--- src/rtl/uart_pkg.sv ---
// Shared UART definitions: FSM state encoding, parity selectors, line levels
// and the parity helper used by the transmitter.
package uart_pkg;

  typedef enum logic [2:0] {
    IDLE   = 3'd0,
    START  = 3'd1,
    DATA   = 3'd2,
    PARITY = 3'd3,
    STOP   = 3'd4
  } state_t;

  localparam logic PAR_EVEN  = 1'b0;
  localparam logic PAR_ODD   = 1'b1;
  localparam logic IDLE_LVL  = 1'b1;
  localparam logic START_LVL = 1'b0;

  // data_xor is the XOR-reduction of the payload; odd parity inverts it.
  function automatic logic parity_bit(input logic data_xor, input logic par_typ);
    return (par_typ == PAR_EVEN) ? data_xor : ~data_xor;
  endfunction

endpackage

--- src/rtl/uart_tx_bit_timer.sv ---
// Bit-period timer: counts 0..P-1 and strobes bit_end on the last count.
// Held at zero while restart is high so the first period is always full.
module uart_tx_bit_timer #(
  parameter int PRESCALE_WIDTH = 6
) (
  input  logic                      CLK,
  input  logic                      RST,
  input  logic                      restart,
  input  logic [PRESCALE_WIDTH-1:0] P,
  output logic                      bit_end
);

  logic [PRESCALE_WIDTH-1:0] cnt_q;
  logic [PRESCALE_WIDTH-1:0] cnt_d;

  assign bit_end = (cnt_q == (P - PRESCALE_WIDTH'(1)));

  always_comb begin
    cnt_d = cnt_q + PRESCALE_WIDTH'(1);
    if (restart || bit_end) begin
      cnt_d = '0;
    end
  end

  always_ff @(posedge CLK or negedge RST) begin
    if (!RST) begin
      cnt_q <= '0;
    end else begin
      cnt_q <= cnt_d;
    end
  end

endmodule

--- src/rtl/uart_tx_frame.sv ---
// UART transmitter: start bit, DATA_WIDTH payload bits LSB first, optional
// parity, one or two stop bits; back-to-back frames with no idle gap.
module uart_tx_frame
  import uart_pkg::*;
#(
  parameter int DATA_WIDTH     = 8,
  parameter int PRESCALE_WIDTH = 6
) (
  input  logic                      CLK,
  input  logic                      RST,
  input  logic [DATA_WIDTH-1:0]     P_DATA,
  input  logic                      DATA_VALID,
  input  logic                      PAR_EN,
  input  logic                      PAR_TYP,
  input  logic                      STOP2,
  input  logic [PRESCALE_WIDTH-1:0] PRESCALE,
  output logic                      TX_OUT,
  output logic                      BUSY,
  output logic                      DATA_ACK
);

  localparam int IDX_W = $clog2(DATA_WIDTH);
  localparam logic [IDX_W-1:0] LAST_IDX = IDX_W'(DATA_WIDTH - 1);

  state_t                    state_q, state_d;
  logic                      tx_q, tx_d;
  logic                      busy_q, busy_d;
  logic                      ack_q, ack_d;
  logic [DATA_WIDTH-1:0]     sh_q, sh_d;
  logic [IDX_W-1:0]          idx_q, idx_d;
  logic                      stop_cnt_q, stop_cnt_d;
  logic                      par_en_q, par_en_d;
  logic                      par_bit_q, par_bit_d;
  logic                      stop2_q, stop2_d;
  logic [PRESCALE_WIDTH-1:0] p_q, p_d;
  logic                      accept;
  logic                      bit_end;

  uart_tx_bit_timer #(
    .PRESCALE_WIDTH(PRESCALE_WIDTH)
  ) u_bit_timer (
    .CLK     (CLK),
    .RST     (RST),
    .restart (state_q == IDLE),
    .P       (p_q),
    .bit_end (bit_end)
  );

  always_comb begin
    state_d    = state_q;
    tx_d       = tx_q;
    busy_d     = busy_q;
    ack_d      = 1'b0;
    sh_d       = sh_q;
    idx_d      = idx_q;
    stop_cnt_d = stop_cnt_q;
    par_en_d   = par_en_q;
    par_bit_d  = par_bit_q;
    stop2_d    = stop2_q;
    p_d        = p_q;
    accept     = 1'b0;

    case (state_q)
      IDLE: begin
        accept = DATA_VALID;
      end
      START: begin
        if (bit_end) begin
          state_d = DATA;
          tx_d    = sh_q[0];
          sh_d    = sh_q >> 1;
          idx_d   = '0;
        end
      end
      DATA: begin
        if (bit_end) begin
          if (idx_q == LAST_IDX) begin
            state_d    = par_en_q ? PARITY : STOP;
            tx_d       = par_en_q ? par_bit_q : IDLE_LVL;
            stop_cnt_d = 1'b0;
          end else begin
            idx_d = idx_q + IDX_W'(1);
            tx_d  = sh_q[0];
            sh_d  = sh_q >> 1;
          end
        end
      end
      PARITY: begin
        if (bit_end) begin
          state_d    = STOP;
          tx_d       = IDLE_LVL;
          stop_cnt_d = 1'b0;
        end
      end
      STOP: begin
        if (bit_end) begin
          if (stop2_q && !stop_cnt_q) begin
            stop_cnt_d = 1'b1;
          end else if (DATA_VALID) begin
            accept = 1'b1;
          end else begin
            state_d = IDLE;
            busy_d  = 1'b0;
          end
        end
      end
      default: begin
        state_d = IDLE;
        tx_d    = IDLE_LVL;
        busy_d  = 1'b0;
      end
    endcase

    // Accept overrides the per-state update; shared by IDLE and back-to-back.
    if (accept) begin
      state_d    = START;
      tx_d       = START_LVL;
      busy_d     = 1'b1;
      ack_d      = 1'b1;
      sh_d       = P_DATA;
      idx_d      = '0;
      stop_cnt_d = 1'b0;
      par_en_d   = PAR_EN;
      par_bit_d  = parity_bit(^P_DATA, PAR_TYP);
      stop2_d    = STOP2;
      p_d        = (PRESCALE == '0) ? PRESCALE_WIDTH'(1) : PRESCALE;
    end
  end

  always_ff @(posedge CLK or negedge RST) begin
    if (!RST) begin
      state_q    <= IDLE;
      tx_q       <= IDLE_LVL;
      busy_q     <= 1'b0;
      ack_q      <= 1'b0;
      sh_q       <= '0;
      idx_q      <= '0;
      stop_cnt_q <= 1'b0;
      par_en_q   <= 1'b0;
      par_bit_q  <= 1'b0;
      stop2_q    <= 1'b0;
      p_q        <= PRESCALE_WIDTH'(1);
    end else begin
      state_q    <= state_d;
      tx_q       <= tx_d;
      busy_q     <= busy_d;
      ack_q      <= ack_d;
      sh_q       <= sh_d;
      idx_q      <= idx_d;
      stop_cnt_q <= stop_cnt_d;
      par_en_q   <= par_en_d;
      par_bit_q  <= par_bit_d;
      stop2_q    <= stop2_d;
      p_q        <= p_d;
    end
  end

  assign TX_OUT   = tx_q;
  assign BUSY     = busy_q;
  assign DATA_ACK = ack_q;

endmodule

--- config.mk ---
export PLATFORM = sky130hd
export DESIGN_NAME = uart_tx_frame
export DESIGN_NICKNAME = d
export VERILOG_FILES = /design/src/rtl/uart_pkg.sv /design/src/rtl/uart_tx_bit_timer.sv /design/src/rtl/uart_tx_frame.sv
export SDC_FILE = /design/constraint.sdc
export NUM_CORES = 1
export LEC_CHECK = 0
export CAP_MARGIN = 20
export CORE_ASPECT_RATIO = 0.6
export CORE_UTILIZATION = 45
export DETAILED_ROUTE_END_ITERATION = 16
export HOLD_SLACK_MARGIN = 0.15
export PLACE_DENSITY_LB_ADDON = 0.2
export SYNTH_ARGS = -nofsm -noshare
export SYNTH_HDL_FRONTEND = slang
export SYNTH_SLANG_ARGS = --single-unit
--- constraint.sdc ---
create_clock -name CLK -period 2.95 [get_ports CLK]
set_input_delay 0.295 -clock CLK [delete_from_list [all_inputs] [get_ports CLK]]
set_output_delay 0.295 -clock CLK [all_outputs]
set_load 0.02 [all_outputs]
==> results of run 1 <==
[cell usage in the layout (no fill, tap or decap), types with 3 or more instances in the layout]
cell              n
buf_4             3
xor2_1            6
mux2_2            5
o21ai_0          11
nand3_1          14
a21oi_1          10
ha_1              4
nand2_1          13
nand4_1           4
nor2_1           15
clkbuf_8          6
xnor2_1          12
inv_1             9
clkdlybuf4s50_1  22
dfrtp_1          31
mux2i_1           5
[final cells by class]
cell class                      instances  share of cell area [%]
Tap cell                               47                    2.67
Sequential cell                        33                    37.6
Multi-Input combinational cell        140                    43.1
Inverter                                9                    1.53
Timing Repair Buffer                   25                    11.0
Clock buffer                            8                    4.09
[metal layers]
layer  vias up  part of all wire (%)  GRT usage, %
li1        724                     -             -
met1       716                    47          30.3
met2        59                    43          34.5
met3         8                   8.5          5.24
met4         0                   1.2          7.78
met5         -                     0             0
[worst max-delay path by stage]
| stage | to | slack (ns) |
|---|---|---|
| 2_1_floorplan | p_q[3] | 0.61 |
| 3_3_place_gp | par_bit_q | 0.35 |
| 3_5_place_dp | p_q[4] | 0.25 |
| 4_1_cts | p_q[4] | 0.20 |
| 5_1_grt | p_q[5] | 0.04 |
| 6_report | p_q[3] | 0.19 |
[per-stage QoR]
stage | power (mW) | hold slack (ns) | instances
2_1_floorplan | 1.46 | -0.000591 | 193
3_3_place_gp | 1.64 | 0.476 | 254
3_5_place_dp | 1.68 | 0.489 | 254
4_1_cts | 2.04 | 0.430 | 262
5_1_grt | 2.20 | 0.471 | 262
6_report | 2.04 | 0.411 | 262
[critical path, delay by kind of cell, from the launching register on]
kind,cells,cell delay (ns)
AO/OA/AOI/OAI,2,0.54
buffers and inverters,1,0.08
flip-flops,1,0.39
AND/OR/NAND/NOR,3,1.06
multiplexers,1,0.36
adder cells (fa/ha/maj),1,0.21
[cell families after synthesis]
family                   after synthesis
XOR/XNOR                              18
AO/OA/AOI/OAI                         43
AND/OR/NAND/NOR                       64
adder cells (fa/ha/maj)                4
multiplexers                          11
flip-flops                            33
buffers and inverters                 20
[registers in the layout, summed over array words and instances, names as in the netlist]
signal	count
BUSY	1
p_q	6
u_bit_timer.cnt_q	6
stop_cnt_q	1
stop2_q	1
DATA_ACK	1
state_q	3
par_en_q	1
TX_OUT	1
idx_q	3
sh_q	8
par_bit_q	1
[power by group]
part / internal (mW) / switching [mW]
Combinational: 0.391 / 0.469
Clock: 0.190 / 0.167
Sequential: 0.641 / 0.185
Total: 1.22 / 0.820
==> impl_metrics.py, run 1 <==
metrics = {
    "setup_path": {
        "cp_slowest_stage_delay_ns": 0.39,
        "path_cells": "inv_1 -> ha_1 -> or3b_1 -> a211oi_1 -> and4b_1 -> a31o_4 -> and2_4 -> mux2_2",
        "worstPathArrival_ns": 2.92,
        "reg2reg_to": "p_q[3]",
        "cpMaxStageDelayCell": "dfrtp_1",
        "startpoint_type": "register",
        "timing.critical_path.from": "p_q[1]",
        "end_kind": "register",
        "cp_max_fo": 21,
        "crit_type": "register to register",
        "rr_worst_depth": 8,
        "r2r-start": "p_q[1]",
        "rrSetupSlack_ns": 0.19,
        "crit_required_ns": 3.12,
    },
    "layout": {
        "final_util_pct": 57.5,
        "final-seq-area_um2": 828,
        "final_nets": 238,
        "multiInputGateArea_um2": 948,
        "drive_above_1_share_pct": 9.77,
        "n_antenna_cell": 0,
        "nFillCells": 332,
        "syn_to_final_growth_pct": 17.6,
        "design_area_mm2": 0.00220,
    },
    "clock_network": {
        "clockBufferDepth": 2,
        "cts_tree": "done",
        "clock_latency_ns": 0.29,
        "post-cts-setup-buffers": 0,
        "cts_htree_levels": 2,
        "cts_resized": 0,
        "root_buffer": "clkbuf_8",
        "hold_buffers": 0,
        "cts.sinks": 33,
        "cts_buffers": 5,
        "cts.clk_slew.worst_paths_ns": 0.07,
    },
    "logic_synthesis": {
        "synth_common_cells": "dfrtp_1 (31), nor2_1 (15), nand3_1 (14), nand2_1 (13), xnor2_1 (12)",
        "async_flop_share_pct": 100,
        "yosys.area_share.simple_pct": 17.4,
        "synth_fa_ha_area_share_pct": 2.67,
        "synth_compound_area_share_pct": 15.9,
        "synth_most_common_cell": "dfrtp_1",
        "synth_warnings": 0,
        "ys_seq_area_share_pct": 44.2,
        "yosys-mux-area-fraction_pct": 6.28,
        "postSynthCellCount": 193,
        "yosys.cell_types.count": 46,
        "synth_top_family_by_area": "simple AND/OR/NAND/NOR gates",
        "yosysTopAreaCell": "dfrtp_1",
        "synthFlopType": "dfrtp_1",
        "synth_edf_count": 0,
        "ys_top_cells_by_area": "dfrtp_1 (41%), xnor2_1 (5.6%), nand3_1 (3.7%)",
        "syn_area_mm2": 0.00187,
        "yosysTopAreaCellShare_pct": 41.4,
        "syn_area_per_cell_um2": 9.70,
        "ys_ff_latch": 33,
        "synth_xor_area_share_pct": 8.42,
        "synth_fp_nets": 217,
    },
    "die": {
        "fp.dieH_um": 52.0,
        "start_util_pct": 48.9,
        "ioPinCount": 23,
        "fp.dieW_um": 85.3,
        "row_count": 17,
        "core_mm2": 0.00383,
        "die-area_mm2": 0.00443,
    },
    "detailed_routing": {
        "via_per_inst": 5.75,
        "wl_per_cell_um": 16.1,
        "ant_nets": 0,
        "drtIter0Drc": 142,
        "firstDrtPassIters": 4,
        "drc": 0,
        "wirelength_um": 4220,
        "vias": 1507,
    },
    "status": {
        "status": "completed",
    },
    "power_and_ir_drop": {
        "peakVddDrop_mv": 0.397,
        "p_leak_nw": 0.972,
        "p_per_area_mw_per_mm2": 927,
    },
    "place": {
        "dp_hpwl_um": 3100,
        "gp_congestion": 0.895,
        "port_buffers": 22,
        "placed_cell_area_mm2": 0.00211,
        "dp_slack_ns": 0.247,
    },
    "sta": {
        "max_slew_margin_pct": 61.9,
        "finalSetupViolations": 0,
        "finalMaxSlewViolations": 0,
        "fin_crit_ns": 2.76,
        "hold_viol": 0,
        "fin_crit_sh_pct": 93.4,
        "grt_setup_unrepaired": "no",
        "fin_setup_tns_ns": 0,
        "fin_ws_ns": 0.195,
        "finClkSkew_ns": 0.0108,
        "fmaxAchievable_mhz": 363,
        "worstMarginPinSlew_ns": 0.566,
    },
    "global_routing": {
        "grt_overflow": 0,
        "grt_pass1_wl_um": 7200,
        "grt_use_total_pct": 22.1,
        "grt_pass1_vias": 1480,
        "grt_max_degree": 34,
        "antenna_found_initial": 0,
    },
    "run": {
        "drv_cap": 0,
    },
    "min_path": {
        "min_path_type": "primary input to async pin",
    },
}
Power figures use the tool's default switching activity.
==> inputs of run 2 (changes only) <==
Settings changed: CORE_UTILIZATION 45 to 55, RECOVER_POWER set to 50.
==> run 2 against run 1 <==
The run now ends with capacitance limit, slew limit left. Power is 0.28% higher. Die area is 18% lower. Largest power group unchanged. Hold slack better by 0.088 ns. Maximum frequency is 0.18% higher.
==> impl_metrics.py, run 2 (synthesized netlist as in run 1, its figures left out) <==
metrics = {
    "power_and_ir_drop": {
        "power_mw": 2.05,
        "peakVddDrop_mv": 0.522,
        "p_per_area_mw_per_mm2": 937,
        "p_leak_nw": 0.966,
    },
    "setup_path": {
        "worstPathArrival_ns": 2.92,
        "cp_max_fo": 21,
        "end_kind": "register",
        "crit_path_end": "p_q[5]",
        "rr_worst_depth": 8,
        "startpoint_type": "register",
        "reg2reg_to": "p_q[5]",
        "r2r-start": "p_q[1]",
        "rrSetupSlack_ns": 0.20,
        "timing.critical_path.from": "p_q[1]",
        "crit_type": "register to register",
        "crit_required_ns": 3.12,
    },
    "global_routing": {
        "grt_pass1_wl_um": 6930,
        "grt_max_degree": 34,
        "antenna_found_initial": 0,
        "grt_pass1_vias": 1471,
        "grt_use_total_pct": 26.1,
        "grt_overflow": 0,
    },
    "status": {
        "violations": "capacitance limit, slew limit",
        "status": "finished with violations",
    },
    "layout": {
        "drive_above_1_share_pct": 8.88,
        "final_cell_mix": "dfrtp_1 (31), clkdlybuf4s50_1 (20), nor2_1 (15), nand3_1 (14), nand2_1 (13)",
        "design_area_mm2": 0.00218,
        "multiInputGateArea_um2": 948,
        "largest_register_ffs": 8,
        "final_nets": 237,
        "n_antenna_cell": 0,
        "final-seq-area_um2": 828,
        "largest-register": "sh_q",
        "syn_to_final_growth_pct": 16.6,
        "layout_commonest_cell": "dfrtp_1",
        "nFillCells": 243,
        "reg_top3": "sh_q: 8 flops, p_q: 6 flops, u_bit_timer.cnt_q: 6 flops",
    },
    "sta": {
        "fin_crit_sh_pct": 93.2,
        "timing.hold.ws_ns": 0.499,
        "hold_viol": 0,
        "fin_setup_tns_ns": 0,
        "fin_crit_ns": 2.75,
        "fin_ws_ns": 0.200,
        "finalSetupViolations": 0,
        "fmaxAchievable_mhz": 364,
        "finClkSkew_ns": 0.00630,
        "finalMaxSlewViolations": 34,
        "worstMarginPinSlew_ns": 1.77,
        "max_slew_margin_pct": -17.9,
        "grt_setup_unrepaired": "no",
    },
    "die": {
        "fp.dieH_um": 47.2,
        "start_util_pct": 61.6,
        "die-area_mm2": 0.00365,
        "row_count": 15,
        "core_mm2": 0.00304,
        "fp.dieW_um": 77.3,
        "ioPinCount": 23,
    },
    "place": {
        "dp_slack_ns": 0.247,
        "placed_cell_area_mm2": 0.00210,
        "port_buffers": 22,
        "gp_congestion": 0.890,
        "dp_hpwl_um": 3080,
    },
    "clock_network": {
        "root_buffer": "clkbuf_8",
        "cts_resized": 0,
        "cts.clk_slew.worst_paths_ns": 0.06,
        "cts_buffers": 5,
        "clockBufferDepth": 2,
        "cts_htree_levels": 2,
        "post-cts-setup-buffers": 0,
        "hold_buffers": 0,
        "clock_latency_ns": 0.29,
        "cts_tree": "done",
        "cts.sinks": 33,
    },
    "min_path": {
        "min_path_type": "register to register",
        "holdPathStages": 1,
    },
    "detailed_routing": {
        "firstDrtPassIters": 5,
        "drc": 0,
        "via_per_inst": 6.14,
        "wl_per_cell_um": 16.5,
        "wirelength_um": 4240,
        "ant_nets": 0,
        "vias": 1572,
        "drtIter0Drc": 151,
    },
    "run": {
        "drv_cap": 1,
    },
}
## run 2: layout make-up
cell class                      count  share of cell area (%)
Clock buffer                        8                    4.12
Inverter                            9                    1.55
Multi-Input combinational cell    140                    43.4
Sequential cell                    33                    37.9
Tap cell                           42                    2.41
Timing Repair Buffer               24                    10.6
## run 2: where the power goes
group	switching (mW)	internal [mW]
logic	0.477	0.386
registers	0.191	0.641
clock network	0.163	0.190
## run 2: worst max-delay path: stages, from the launching register on
cell	delay (ns)
dfrtp_1	0.39
inv_1	0.09
ha_1	0.22
or3b_1	0.36
a211oi_1	0.22
and4b_1	0.36
a31o_4	0.30
and2_4	0.33
mux2_2	0.36
## run 2: how the worst min path moves through the flow
stage | from | end | slack [ns]
after floorplan | RST | BUSY | -0.0006
after global placement | stop2_q | stop2_q | 0.48
after detailed placement | stop2_q | stop2_q | 0.49
after CTS | RST | u_bit_timer.cnt_q[1] | 0.42
after global routing | stop2_q | stop2_q | 0.55
final | stop2_q | stop2_q | 0.50
## run 2: per-stage QoR
stage	util, %	std cells
after floorplan	-	193
after global placement	69.0	248
after detailed placement	69.0	248
after CTS	72.0	256
after global routing	71.9	256
final	71.9	256
## run 2: layer usage
| metal | vias to the layer above | global-route usage, % | wire, um |
|---|---|---|---|
| li1 | 728 | - | - |
| met3 | 7 | 8.93 | 351 |
| met5 | - | 0 | 0 |
| met2 | 73 | 39.3 | 1860 |
| met4 | 0 | 12.1 | 57 |
| met1 | 764 | 34.9 | 1970 |
==> inputs of run 3 (changes only) <==
Settings changed: ABC_AREA set to 1, CORE_UTILIZATION 55 to 56.
==> run 3 against run 2 <==
The flow still finishes with violations (capacitance limit, slew limit). Sequential power shrank 5.2%. Flip-flop and latch count unchanged. Maximum frequency up 9.6%. Global-route usage up 0.55 points. Via count rose by 16%. Final cell count up 34%. Power is 21% higher. Synthesized cell count up 39%. Synthesized area rose by 8.4%. Die area up 6.2%. Clock-buffer cell count shrank 2. Non-clock buffer count shrank 1. Largest power group unchanged.
==> impl_metrics.py, run 3 <==
metrics = {
    "global_routing": {
        "grt_pass1_wl_um": 7720,
        "grt_overflow": 0,
        "grt_max_degree": 34,
        "grt_use_met1_pct": 40.0,
        "met3_usage_pct": 10.6,
        "grt_use_total_pct": 26.7,
        "grt_pass1_vias": 1677,
        "antenna_found_initial": 0,
        "met2_usage_pct": 36.0,
        "grt_busiest_layer": "met1",
    },
    "die": {
        "fp.dieW_um": 79.7,
        "fp.dieH_um": 48.6,
        "die-area_mm2": 0.00388,
        "ioPinCount": 23,
        "core_mm2": 0.00336,
        "start_util_pct": 60.3,
        "row_count": 16,
    },
    "detailed_routing": {
        "drc": 0,
        "firstDrtPassIters": 5,
        "drtIter0Drc": 113,
        "via_per_inst": 5.29,
        "wirelength_um": 4430,
        "ant_nets": 0,
        "wl_per_cell_um": 12.9,
        "vias": 1816,
    },
    "power_and_ir_drop": {
        "intPower_mw": 1.35,
        "p_leak_nw": 1.16,
        "p_seq_share_pct": 31.9,
        "pwr-share-comb_pct": 49.7,
        "sw_frac_of_total_pct": 45.4,
        "power.switching_mw": 1.12,
        "clock_power_share_pct": 18.3,
        "peakVddDrop_mv": 0.503,
        "p_per_area_mw_per_mm2": 1020,
    },
    "sta": {
        "hold_viol": 0,
        "grt_setup_unrepaired": "no",
        "fin_crit_ns": 2.51,
        "fin_crit_sh_pct": 85.1,
        "fmaxAchievable_mhz": 399,
        "finClkSkew_ns": 0.00498,
        "worstMarginPinSlew_ns": 1.77,
        "finalMaxSlewViolations": 34,
        "fin_setup_tns_ns": 0,
        "finalSetupViolations": 0,
        "fin_ws_ns": 0.441,
        "max_slew_margin_pct": -18.0,
    },
    "logic_synthesis": {
        "synth_edf_count": 0,
        "synth_warnings": 0,
        "async_flop_share_pct": 100,
        "ys_top_cells_by_area": "dfrtp_1 (38%), nand2_1 (15%), inv_1 (5.9%)",
        "syn_area_per_cell_um2": 7.54,
        "synthFlopType": "dfrtp_1",
        "ys_seq_area_share_pct": 40.8,
        "yosys.cell_types.count": 32,
        "syn_area_mm2": 0.00203,
        "postSynthCellCount": 269,
        "synth_fp_nets": 293,
        "yosysTopAreaCell": "dfrtp_1",
        "synth_common_cells": "nand2_1 (80), inv_1 (32), dfrtp_1 (31), nor2_1 (27)",
        "yosysTopAreaCellShare_pct": 38.2,
        "synth_most_common_cell": "nand2_1",
        "ys_ff_latch": 33,
    },
    "layout": {
        "largest-register": "sh_q",
        "layout_commonest_cell": "nand2_1",
        "largest_register_ffs": 8,
        "reg_top3": "sh_q: 8 flops, p_q: 6 flops, u_bit_timer.cnt_q: 6 flops",
        "drive_above_1_share_pct": 11.4,
        "final_nets": 321,
        "n_antenna_cell": 0,
        "syn_to_final_growth_pct": 19.1,
        "nFillCells": 258,
        "final_cell_mix": "nand2_1 (80), inv_1 (32), dfrtp_1 (31), nor2_1 (27), clkdlybuf4s50_1 (20)",
    },
    "min_path": {
        "min_path_type": "register to register",
    },
    "place": {
        "gp_congestion": 0.870,
        "port_buffers": 22,
        "dp_slack_ns": 0.507,
        "dp_hpwl_um": 3340,
    },
    "status": {
        "status": "finished with violations",
        "violations": "capacitance limit, slew limit",
    },
    "clock_network": {
        "cts_buffers": 5,
        "cts_tree": "done",
        "hold_buffers": 0,
        "cts_htree_levels": 2,
        "cts.sinks": 33,
        "cts.clk_slew.worst_paths_ns": 0.07,
        "cts_resized": 0,
        "root_buffer": "clkbuf_8",
        "post-cts-setup-buffers": 0,
        "clockBufferDepth": 2,
        "clock_latency_ns": 0.29,
    },
    "setup_path": {
        "crit_required_ns": 3.12,
        "end_kind": "register",
        "crit_type": "register to register",
        "worstPathArrival_ns": 2.68,
        "cp_slowest_stage_delay_ns": 0.54,
        "path_cells": "inv_1 -> ha_1 -> inv_1 -> nand2_1 -> nand3_1 -> nand2_1 -> nor2_1 -> nand2_1 -> nor2_1 -> nand4_1 -> nand2_2 -> inv_2 -> nor2_1 -> a31oi_1",
        "startpoint_type": "register",
        "cp_max_fo": 26,
        "cpMaxStageDelayCell": "dfstp_2",
    },
    "run": {
        "drv_cap": 1,
    },
}
run 3: cell types whose count changed after synthesis, moves of 5 or more:
cell and delta:
nand2_1 +67, inv_1 +23, nor2_1 +12, a21oi_1 -6, mux2_2 -5, mux2i_1 -5
xnor2_1 -5
run 3: path summary, 6_finish.rpt:
kind                        start              endpoint  slack [ns]  depth (start not counted)
setup / recovery           p_q[0]               sh_q[2]        0.44                         14
hold / removal             TX_OUT                TX_OUT        0.47                          2
setup reg to reg           p_q[0]               sh_q[2]        0.44                         14
hold reg to reg            TX_OUT                TX_OUT        0.47                          2
max in group asynchronous     RST                  BUSY        0.92                          2
min in group asynchronous     RST  u_bit_timer.cnt_q[4]        1.00                          2
run 3: power by group through the flow:
stage | Combinational (mW) | Clock, mW | Sequential, mW
6_report | 1.23 | 0.453 | 0.789
5_1_grt | 1.40 | 0.486 | 0.808
4_1_cts | 1.22 | 0.457 | 0.784
3_5_place_dp | 1.22 | 0 | 0.789
3_3_place_gp | 1.19 | 0 | 0.792
2_1_floorplan | 0.929 | 0 | 0.775
run 3: layout make-up:
type / count / area [um2] / share of cell area, %
sequential: 33 / 828 / 34.3
inverter: 37 / 144 / 5.95
timing repair buffer: 23 / 224 / 9.27
multi-input combinational: 197 / 1040 / 43.2
clock inverter: 2 / 37.5 / 1.55
clock buffer: 6 / 82.6 / 3.42
tap: 45 / 56.3 / 2.33
run 3: routing by layer:
layer,vias to the layer above,routed length [um]
met5,-,0
met4,0,27
met3,4,372
met2,70,1800
met1,830,2230
li1,912,-
run 3: worst max-delay path: cells and delay by family (launching register included):
kind | cells | cell delay (ns)
and+or+nand+nor | 9 | 1.17
DFF | 1 | 0.54
buffers and inverters | 3 | 0.35
adders and majority gates | 1 | 0.26
AOI/OAI and AO/OA | 1 | 0.05
run 3: per-stage QoR:
stage               hold slack (ns)  utilization [%]  cell area [um2]  instances  total power, mW
floorplan                 -0.000591                -             2030        269             1.70
global placement              0.460             68.4             2300        335             1.98
detailed placement            0.461             68.4             2300        335             2.00
CTS                           0.415             72.0             2420        343             2.46
global route                  0.498             71.9             2420        343             2.70
finish                        0.469             71.9             2420        343             2.47
run 3: cells by family after synthesis:
family                   after synthesis  share of synthesized area (%)
flip-flops                            33                           40.8
AO/OA/AOI/OAI                         33                           9.68
AND/OR/NAND/NOR                      146                           33.3
buffers and inverters                 39                           7.71
XOR/XNOR                              14                           6.04
adder cells (fa/ha/maj)                4                           2.47
